--- src/rtl/sdram_addr_pkg.sv ---
// -----------------------------------------------------------------------------
// sdram_addr_pkg
// Shared constants for the SDRAM address ring controller slice.
//   ORDER_ROW_FIRST / ORDER_COL_FIRST : field-order selectors for the decoder
//   SDRAM_BA_W / SDRAM_ROW_W / SDRAM_COL_W : widths of the board SDRAM part
// -----------------------------------------------------------------------------
package sdram_addr_pkg;

  // Field order: which address field occupies the least-significant bits.
  localparam int ORDER_ROW_FIRST = 0;  // legacy layout: row, then column, then bank
  localparam int ORDER_COL_FIRST = 1;  // column, then row, then bank

  // Default geometry of the board SDRAM part.
  localparam int SDRAM_BA_W  = 2;
  localparam int SDRAM_ROW_W = 13;
  localparam int SDRAM_COL_W = 9;

endpackage : sdram_addr_pkg

--- src/rtl/sdram_addr_decode.sv ---
// -----------------------------------------------------------------------------
// sdram_addr_decode
// Purely combinational mapper from a flat linear address to SDRAM
// {bank, row, column} fields. The bank always takes the top BA_W bits; ORDER
// chooses whether row or column counts fastest.
// Ports:
//   addr : in  ADDR_W  linear address (lap bit already stripped)
//   ba   : out BA_W    bank field
//   row  : out ROW_W   row field
//   col  : out COL_W   column field
// -----------------------------------------------------------------------------
module sdram_addr_decode
  import sdram_addr_pkg::*;
#(
  parameter int BA_W  = SDRAM_BA_W,
  parameter int ROW_W = SDRAM_ROW_W,
  parameter int COL_W = SDRAM_COL_W,
  parameter int ORDER = ORDER_ROW_FIRST,
  localparam int ADDR_W = BA_W + ROW_W + COL_W
) (
  input  logic [ADDR_W-1:0] addr,
  output logic [BA_W-1:0]   ba,
  output logic [ROW_W-1:0]  row,
  output logic [COL_W-1:0]  col
);

  assign ba = addr[ADDR_W-1 -: BA_W];

  generate
    if (ORDER == ORDER_COL_FIRST) begin : g_col_first
      assign col = addr[COL_W-1:0];
      assign row = addr[COL_W +: ROW_W];
    end else begin : g_row_first
      assign row = addr[ROW_W-1:0];
      assign col = addr[ROW_W +: COL_W];
    end
  endgenerate

endmodule : sdram_addr_decode

--- src/rtl/sdram_addr_ring_ctrl.sv ---
// -----------------------------------------------------------------------------
// sdram_addr_ring_ctrl
// Write/read pointer pair that runs the whole SDRAM as one circular buffer.
// Each pointer carries an extra lap bit so that full and empty are
// distinguishable; occupancy is simply wp - rp.
// Optional watermark output enabled by macro SDRAM_ADDR_RING_WATERMARK_EN.
// Ports:
//   CLK, RESET (async, active-low), CLEAR (sync clear)
//   WR_NEXT / RD_NEXT        : advance pulses (level-sampled every cycle)
//   BA/ROW/COL_WRITE_OUT     : decoded write address
//   BA/ROW/COL_READ_OUT      : decoded read address
//   COUNT, FULL, EMPTY       : occupancy status
//   OVF, UDF                 : sticky overflow / underflow flags
//   WM_LEVEL, ALMOST_FULL    : watermark threshold / registered flag (macro only)
// -----------------------------------------------------------------------------
module sdram_addr_ring_ctrl
  import sdram_addr_pkg::*;
#(
  parameter int BA_W  = SDRAM_BA_W,
  parameter int ROW_W = SDRAM_ROW_W,
  parameter int COL_W = SDRAM_COL_W,
  parameter int ORDER = ORDER_ROW_FIRST,
  localparam int ADDR_W = BA_W + ROW_W + COL_W
) (
  input  logic              CLK,
  input  logic              RESET,
  input  logic              CLEAR,
  input  logic              WR_NEXT,
  input  logic              RD_NEXT,
  output logic [BA_W-1:0]   BA_WRITE_OUT,
  output logic [ROW_W-1:0]  ROW_WRITE_OUT,
  output logic [COL_W-1:0]  COL_WRITE_OUT,
  output logic [BA_W-1:0]   BA_READ_OUT,
  output logic [ROW_W-1:0]  ROW_READ_OUT,
  output logic [COL_W-1:0]  COL_READ_OUT,
  output logic [ADDR_W:0]   COUNT,
  output logic              FULL,
  output logic              EMPTY,
  output logic              OVF,
  output logic              UDF
`ifdef SDRAM_ADDR_RING_WATERMARK_EN
  ,
  input  logic [ADDR_W:0]   WM_LEVEL,
  output logic              ALMOST_FULL
`endif
);

  localparam logic [ADDR_W:0] DEPTH = {1'b1, {ADDR_W{1'b0}}};

  logic [ADDR_W:0] wp;
  logic [ADDR_W:0] rp;
  logic [ADDR_W:0] wp_nxt;
  logic [ADDR_W:0] rp_nxt;
  logic            wr_acc;
  logic            rd_acc;

  // Status from the pointer registers; modular subtraction handles the lap bit.
  assign COUNT = wp - rp;
  assign FULL  = (COUNT == DEPTH);
  assign EMPTY = (COUNT == '0);

  // A read in the same cycle frees a slot, so a write may proceed while full.
  assign rd_acc = RD_NEXT && !EMPTY;
  assign wr_acc = WR_NEXT && (!FULL || rd_acc);

  always_comb begin
    wp_nxt = wp + {{ADDR_W{1'b0}}, wr_acc};
    rp_nxt = rp + {{ADDR_W{1'b0}}, rd_acc};
    if (CLEAR) begin
      wp_nxt = '0;
      rp_nxt = '0;
    end
  end

  // ---- pointer / flag register stage ----
  always_ff @(posedge CLK or negedge RESET) begin
    if (!RESET) begin
      wp  <= '0;
      rp  <= '0;
      OVF <= 1'b0;
      UDF <= 1'b0;
    end else begin
      wp <= wp_nxt;
      rp <= rp_nxt;
      if (CLEAR) begin
        OVF <= 1'b0;
        UDF <= 1'b0;
      end else begin
        if (WR_NEXT && !wr_acc) OVF <= 1'b1;
        if (RD_NEXT && EMPTY)   UDF <= 1'b1;
      end
    end
  end

`ifdef SDRAM_ADDR_RING_WATERMARK_EN
  logic [ADDR_W:0] count_nxt;
  assign count_nxt = wp_nxt - rp_nxt;

  // Registered so the flag lines up with the COUNT produced by the same edge.
  always_ff @(posedge CLK or negedge RESET) begin
    if (!RESET) begin
      ALMOST_FULL <= 1'b0;
    end else if (CLEAR) begin
      ALMOST_FULL <= 1'b0;
    end else begin
      ALMOST_FULL <= (count_nxt >= WM_LEVEL);
    end
  end
`endif

  // ---- combinational address decode ----
  sdram_addr_decode #(
    .BA_W  (BA_W),
    .ROW_W (ROW_W),
    .COL_W (COL_W),
    .ORDER (ORDER)
  ) u_wr_decode (
    .addr (wp[ADDR_W-1:0]),
    .ba   (BA_WRITE_OUT),
    .row  (ROW_WRITE_OUT),
    .col  (COL_WRITE_OUT)
  );

  sdram_addr_decode #(
    .BA_W  (BA_W),
    .ROW_W (ROW_W),
    .COL_W (COL_W),
    .ORDER (ORDER)
  ) u_rd_decode (
    .addr (rp[ADDR_W-1:0]),
    .ba   (BA_READ_OUT),
    .row  (ROW_READ_OUT),
    .col  (COL_READ_OUT)
  );

endmodule : sdram_addr_ring_ctrl

--- config.mk ---
export PLATFORM = sky130hd
export DESIGN_NAME = sdram_addr_ring_ctrl
export DESIGN_NICKNAME = d
export VERILOG_FILES = /design/src/rtl/sdram_addr_pkg.sv /design/src/rtl/sdram_addr_decode.sv /design/src/rtl/sdram_addr_ring_ctrl.sv
export SDC_FILE = /design/constraint.sdc
export NUM_CORES = 1
export LEC_CHECK = 0
export ABC_AREA = 1
export CAP_MARGIN = 20
export CORE_MARGIN = 5
export CORE_UTILIZATION = 28
export CTS_BUF_LIST = sky130_fd_sc_hd__clkbuf_8
export CTS_CLUSTER_DIAMETER = 100
export DETAILED_ROUTE_END_ITERATION = 7
export GPL_TIMING_DRIVEN = 1
export SYNTH_ARGS = -nofsm -noshare
export SYNTH_HDL_FRONTEND = slang
export SYNTH_SLANG_ARGS = --single-unit
--- constraint.sdc ---
create_clock -name CLK -period 4.95 [get_ports CLK]
set_input_delay 0.7425 -clock CLK [delete_from_list [all_inputs] [get_ports CLK]]
set_output_delay 0.7425 -clock CLK [all_outputs]
set_load 0.01 [all_outputs]
==> results of run 1 <==
==> critical path: cells and delay by family, from the launching register on <==
kind | cells | cell delay, ns
AND/OR/NAND/NOR | 23 | 2.39
XOR/XNOR | 1 | 0.28
AO/OA/AOI/OAI | 1 | 0.14
adder cells (fa/ha/maj) | 4 | 0.99
buffers and inverters | 3 | 0.25
flip-flops | 1 | 0.38
==> cell usage in the layout (no fill, tap or decap), drive strengths merged <==
| cell | Yosys | layout |
|---|---|---|
| xor2 | 6 | 6 |
| clkdlybuf4s50 | 0 | 80 |
| clkinv | 0 | 1 |
| buf | 48 | 4 |
| a21oi | 44 | 44 |
| o21bai | 2 | 2 |
| o211a | 1 | 1 |
| nand3b | 7 | 7 |
| o21ai | 14 | 14 |
| fa | 1 | 1 |
| xnor2 | 5 | 5 |
| nor2 | 96 | 96 |
| nor4 | 6 | 6 |
| dfrtp | 52 | 52 |
| nor3 | 39 | 39 |
| nand3 | 32 | 32 |
| or2 | 1 | 1 |
| and2 | 2 | 2 |
| a31oi | 3 | 3 |
| ha | 28 | 28 |
| nand4 | 18 | 18 |
| inv | 166 | 167 |
| o21a | 3 | 3 |
| nand2 | 251 | 251 |
| clkbuf | 5 | 5 |
==> path summary, 6_finish.rpt <==
check / end / slack (ns) / depth (start not counted)
min: OVF / 0.52 / 2
max in group asynchronous: wp[1] / 3.94 / 2
max reg2reg: rp[22] / 0.38 / 32
min reg2reg: OVF / 0.52 / 2
max: rp[22] / 0.38 / 32
min in group asynchronous: wp[2] / 0.55 / 2
==> cell type report <==
cell class / count / area share [%]
clock buffer: 5 / 1.16
timing repair buffer: 84 / 13.9
clock inverter: 2 / 0.147
tap: 229 / 4.82
multi-input combinational: 559 / 47.5
sequential: 52 / 21.9
inverter: 166 / 10.5
==> layer usage <==
metal  vias up  GRT usage [%]
met5         -              0
met4         0           2.61
met3         6           2.84
met2       109           23.2
met1      2223           18.7
li1       2606              -
==> cells by family (layout without fill, tap and decap cells) <==
family          after synthesis  count (layout)  synth area share [%]
simple gates                452             452                  39.0
xor+xnor                     11              11                  1.88
fa+ha+maj                    29              29                  7.22
compound gates               67              67                  6.96
flops                        52              52                  25.4
buf+inv                     219             257                  19.6
==> flip-flops by register name, indices dropped and copies added, names as in the netlist <==
signal / cells
OVF: 1
UDF: 1
rp: 25
wp: 25
==> power by group through the flow <==
stage / logic [mW] / registers (mW) / clock network [mW]
5_1_grt: 0.393 / 0.434 / 0.256
3_5_place_dp: 0.354 / 0.441 / 0
2_1_floorplan: 0.196 / 0.439 / 0
3_3_place_gp: 0.352 / 0.441 / 0
6_report: 0.351 / 0.432 / 0.226
4_1_cts: 0.354 / 0.433 / 0.240
==> per-stage QoR <==
step	setup slack [ns]	total power, mW
6_report	0.382	1.01
5_1_grt	0.00286	1.08
4_1_cts	0.398	1.03
3_5_place_dp	0.418	0.795
3_3_place_gp	0.496	0.793
2_1_floorplan	1.09	0.636
==> timing repair <==
action,CTS,global route
endpoints found under the setup margin,0,3
buffers inserted,0,0
gates resized for setup,0,1
==> impl_metrics.tcl, run 1 <==
set metrics [dict create \
    status "finished clean" \
    netlist-cell-type-count 33 \
    p_int_mw 0.672 \
    ys_seq_area_share_pct 25.4 \
    timing_max_transition_violations_final 0 \
    synth_top_area_share_pct 25.4 \
    regToRegStartpoint "wp[0]" \
    top_level_ports 82 \
    irDropWorstVdd_mv 0.0880 \
    rsz0062_at_grt "false" \
    globalRoute.totalOverflow 0 \
    cts.root.buffer_cell "sky130_fd_sc_hd__clkbuf_8" \
    critPathMaxFanout 3 \
    synth_area_um2 5130 \
    cts_stage_hold_buffer_count 0 \
    cts-buffers-inserted 5 \
    detail_route.wl_per_cell_um 13.4 \
    place.detailed.instances 1090 \
    timing.fmax_mhz 219 \
    layout.cells.non_filler 1097 \
    cts-root-to-sink-buffers 2 \
    power.sequential.fraction_pct 42.8 \
    cp-end-kind "flop" \
    clk_transition_reported_paths_ns 0.09 \
    route.top_layer_used "met4" \
    cpMostUsedCell "sky130_fd_sc_hd__nand2_1" \
    die_width_um 145 \
    detail_route.wirelength.met1_um 7060 \
    synth.most_common_cell "sky130_fd_sc_hd__nand2_1" \
    type_of_origin_of_the_critical_path "flop" \
    coreArea_um2 18000 \
    ys_warn_count 0 \
    finalHoldViolations 0 \
    holdWs_ns 0.522 \
    cts.htree.levels 2 \
    power_leakage_nw 2.97 \
    drt_first_iter_violations 252 \
    power.switching_fraction_pct 33.5 \
    finalCritPeriodShare_pct 92.3 \
    grt_pass1_wl_um 24300 \
    finalInstanceArea_um2 5940 \
    first_pass_iters 5 \
    gpl.final_weighted_congestion 0.902 \
    yosys_register_bits 52 \
    port_buffers 81 \
    multiInputGateArea_um2 2820 \
    syn-mean-instance-area_um2 6.18 \
    met2WireLength_um 6730 \
    antenna_left 0 \
    hp-class "reg -> reg" \
    totalNegativeSetupSlack_ns 0 \
    fp.dieArea_um2 21100 \
    worst_hold_startpoint "OVF" \
    ys_top_cells_by_count "sky130_fd_sc_hd__nand2_1 (245), sky130_fd_sc_hd__inv_1 (158), sky130_fd_sc_hd__nor2_1 (84)" \
    layout-drive-gt1-share_pct 5.53 \
    power_density_nw_per_um2 170 \
    netSwitchingPower_mw 0.338 \
    clk-insertion-delay-late_ns 0.30 \
    crit_arrival_ns 4.76 \
    first_global_vias 4889 \
    utilization_pct 33.0 \
    start_util_pct 28.4 \
    worst_slew_margin_rel_pct 49.6 \
    clock-skew-final_ns 0.00694 \
    drc_errors 0 \
    post_synth_main_area_contributors "sky130_fd_sc_hd__dfrtp_1 (25%), sky130_fd_sc_hd__nand2_1 (18%), sky130_fd_sc_hd__inv_1 (12%), sky130_fd_sc_hd__buf_4 (7.0%), sky130_fd_sc_hd__ha_1 (6.8%)" \
    final_nets 902 \
    layout_min_cycle_time_ns 4.57 \
    netlist.top_cell.by_area "sky130_fd_sc_hd__dfrtp_1" \
    grt_start_max_net_pins 53 \
    mappedNetlistNets 864 \
    number_of_antenna_diodes 0 \
    number_of_enable_flip_flop_cells_after_synthesis 0 \
    tritoncts_clock_tree "done" \
    route.final.wire_length_um 14700 \
    worst-slew-pin-transition_ns 0.755 \
    synthCells 830 \
    setup.worst_path.start "wp[0]" \
    placement.cell_area_um2 5860 \
    setup_viol 0 \
    placementRows 49 \
    fillers 1998 \
    cp_data_required_time_ns 5.15 \
    routed-wl-met3_um 826 \
    numClockSinks 52 \
    critical_path_class "reg -> reg" \
    crit_path_max_incr_delay_ns 0.39 \
    hpwlAfterDp_um 12300 \
    clockPowerShare_pct 22.4 \
    routed-via-count 4944 \
    layout.area.seq_um2 1300 \
    areaGrowthSynthToFinish_pct 15.9 \
    die-height_um 145 \
    share_comb_of_total_power_pct 34.8 \
    dominantRegCellSynth "sky130_fd_sc_hd__dfrtp_1" \
    grt_util_all_layers_pct 13.8 \
    number_of_antenna_violations_at_the_first_check_in_global_routing 0 \
    synthArstFlopShare_pct 100 \
    viasPerCell 4.51 \
    slowest_stage "sky130_fd_sc_hd__fa_1" \
    maxCapViolations 0 \
]
No activity file was read; power rests on OpenSTA's default activity.
==> run 2, diff against run 1 <==
- CAP_MARGIN: 20 -> 0
==> results of run 2 <==
Same layout as run 1: the final DEF is identical, and so are final timing and power.
==> run 3, diff against run 2 <==
- RECOVER_POWER: default -> 25
==> impl_metrics.tcl, run 3 (same netlist as run 1, synthesis figures left out) <==
set metrics [dict create \
    status "finished, violations left" \
    violations "capacitance limit, slew limit" \
    power_density_nw_per_um2 170 \
    globalRouteMet1Util_pct 18.7 \
    cp_data_required_time_ns 5.14 \
    layout-drive-gt1-share_pct 5.41 \
    first_pass_iters 6 \
    number_of_antenna_violations_at_the_first_check_in_global_routing 0 \
    rr_endpoint "rp[22]" \
    clock-skew-final_ns 0.00746 \
    final_nets 902 \
    largest_registers "rp: 25 flops, wp: 25 flops" \
    postCtsSetupBuffers 0 \
    final_cell_mix "sky130_fd_sc_hd__nand2_1 (245), sky130_fd_sc_hd__inv_1 (159), sky130_fd_sc_hd__nor2_1 (84), sky130_fd_sc_hd__clkdlybuf4s50_1 (80), sky130_fd_sc_hd__dfrtp_1 (51)" \
    grt_util_all_layers_pct 13.8 \
    timing_max_transition_violations_final 53 \
    die-height_um 145 \
    coreArea_um2 18000 \
    power_leakage_nw 2.97 \
    antenna_left 0 \
    cts.root.buffer_cell "sky130_fd_sc_hd__clkbuf_8" \
    hold_crit_endpoint "OVF" \
    top_level_ports 82 \
    tritoncts_clock_tree "done" \
    path_delay_family "simple AND/OR/NAND/NOR gates" \
    timing.fmax_mhz 219 \
    irDropWorstVdd_mv 0.0872 \
    cts-buffers-inserted 5 \
    placementRows 49 \
    cts-root-to-sink-buffers 2 \
    cts_stage_hold_buffer_count 0 \
    multiInputGateArea_um2 2820 \
    finalInstanceArea_um2 5940 \
    critPathMaxFanout 3 \
    whs_path_depth 2 \
    layout.cells.most_common "sky130_fd_sc_hd__nand2_1" \
    gpl.final_weighted_congestion 0.902 \
    fillers 1998 \
    globalRoute.busiestLayer "met2" \
    routed-via-count 4961 \
    slowest_stage "sky130_fd_sc_hd__fa_1" \
    rsz0062_at_grt "false" \
    fp.dieArea_um2 21100 \
    maxCapViolations 1 \
    drt_first_iter_violations 266 \
    place.detailed.instances 1090 \
    layout.cells.non_filler 1097 \
    start_util_pct 28.4 \
    placement.cell_area_um2 5860 \
    viasPerCell 4.52 \
    die_width_um 145 \
    totalNegativeSetupSlack_ns 0 \
    globalRoute.totalOverflow 0 \
    regToRegStartpoint "wp[0]" \
    critical_path_class "reg -> reg" \
    setup_viol 0 \
    clk_transition_reported_paths_ns 0.09 \
    route.final.wire_length_um 14700 \
    worst_slew_margin_rel_pct -86.5 \
    grt_pass1_wl_um 24300 \
    cp-end-kind "flop" \
    numClockSinks 52 \
    type_of_origin_of_the_critical_path "flop" \
    finalCritPeriodShare_pct 92.1 \
    worst_hold_startpoint "OVF" \
    areaGrowthSynthToFinish_pct 15.8 \
    number_of_antenna_diodes 0 \
    crit_path_max_incr_delay_ns 0.39 \
    clk-insertion-delay-late_ns 0.30 \
    detail_route.wl_per_cell_um 13.4 \
    layout.area.seq_um2 1300 \
    cts_repair_resize_count 0 \
    hp-class "reg -> reg" \
    first_global_vias 4889 \
    cpMostUsedCell "sky130_fd_sc_hd__nand2_1" \
    reg2reg_slack_ns 0.39 \
    hpwlAfterDp_um 12300 \
    grt_start_max_net_pins 53 \
    grtUsageMet2_pct 23.2 \
    port_buffers 81 \
    layout_min_cycle_time_ns 4.56 \
    critical_path_buf_inv_count 3 \
    met3_usage_pct 2.84 \
    worstRegToRegCells 32 \
    crit_arrival_ns 4.75 \
    drc_errors 0 \
    cts.htree.levels 2 \
    finalHoldViolations 0 \
    worst-slew-pin-transition_ns 2.80 \
]
-- run 3: cell count changes in the layout (fill, tap and decap cells not counted), sizes merged --
cell / change
clkbuf: +1
buf: -1
-- run 3: worst reg2reg max path, delay by kind of cell (launching register included) --
family / cells / cell delay [ns]
AND/OR/NAND/NOR: 23 / 2.41
adder cells (fa/ha/maj): 4 / 0.99
flip-flops: 1 / 0.38
XOR/XNOR: 1 / 0.27
buffers and inverters: 3 / 0.25
AO/OA/AOI/OAI: 1 / 0.14
-- run 3: worst max path at each step --
stage / start / endpoint / slack (ns) / cells past startpoint
2_1_floorplan: wp[0] / rp[22] / 1.09 / 32
3_3_place_gp: wp[0] / rp[22] / 0.50 / 32
3_5_place_dp: wp[0] / rp[22] / 0.42 / 32
4_1_cts: wp[0] / rp[22] / 0.40 / 32
5_1_grt: wp[0] / rp[22] / 0.003 / 32
6_report: wp[0] / rp[22] / 0.39 / 32
-- run 3: per-layer routing --
layer / wire, µm / vias up
met5: 0 / -
met4: 88 / 0
met3: 724 / 6
met2: 6750 / 110
met1: 7110 / 2239
li1: - / 2606
-- run 3: where the power goes --
part / internal [mW] / switching (mW)
combinational: 0.150 / 0.201
sequential: 0.428 / 0.00476
clock: 0.0945 / 0.131
-- run 3: area by class of cell --
class	count	area share, %
Clock buffer	5	1.16
Clock inverter	2	0.148
Inverter	166	10.5
Multi-Input combinational cell	559	47.5
Sequential cell	52	21.9
Tap cell	229	4.83
Timing Repair Buffer	84	13.9
-- run 3: per-stage QoR --
step	power, mW	hold WS, ns	utilization, %	setup slack [ns]
floorplan	0.636	0.447	-	1.09
global placement	0.793	0.512	32.5	0.496
detailed placement	0.795	0.512	32.5	0.418
CTS	1.03	0.526	33.0	0.398
global route	1.08	0.572	32.9	0.00286
finish	1.01	0.522	32.9	0.390
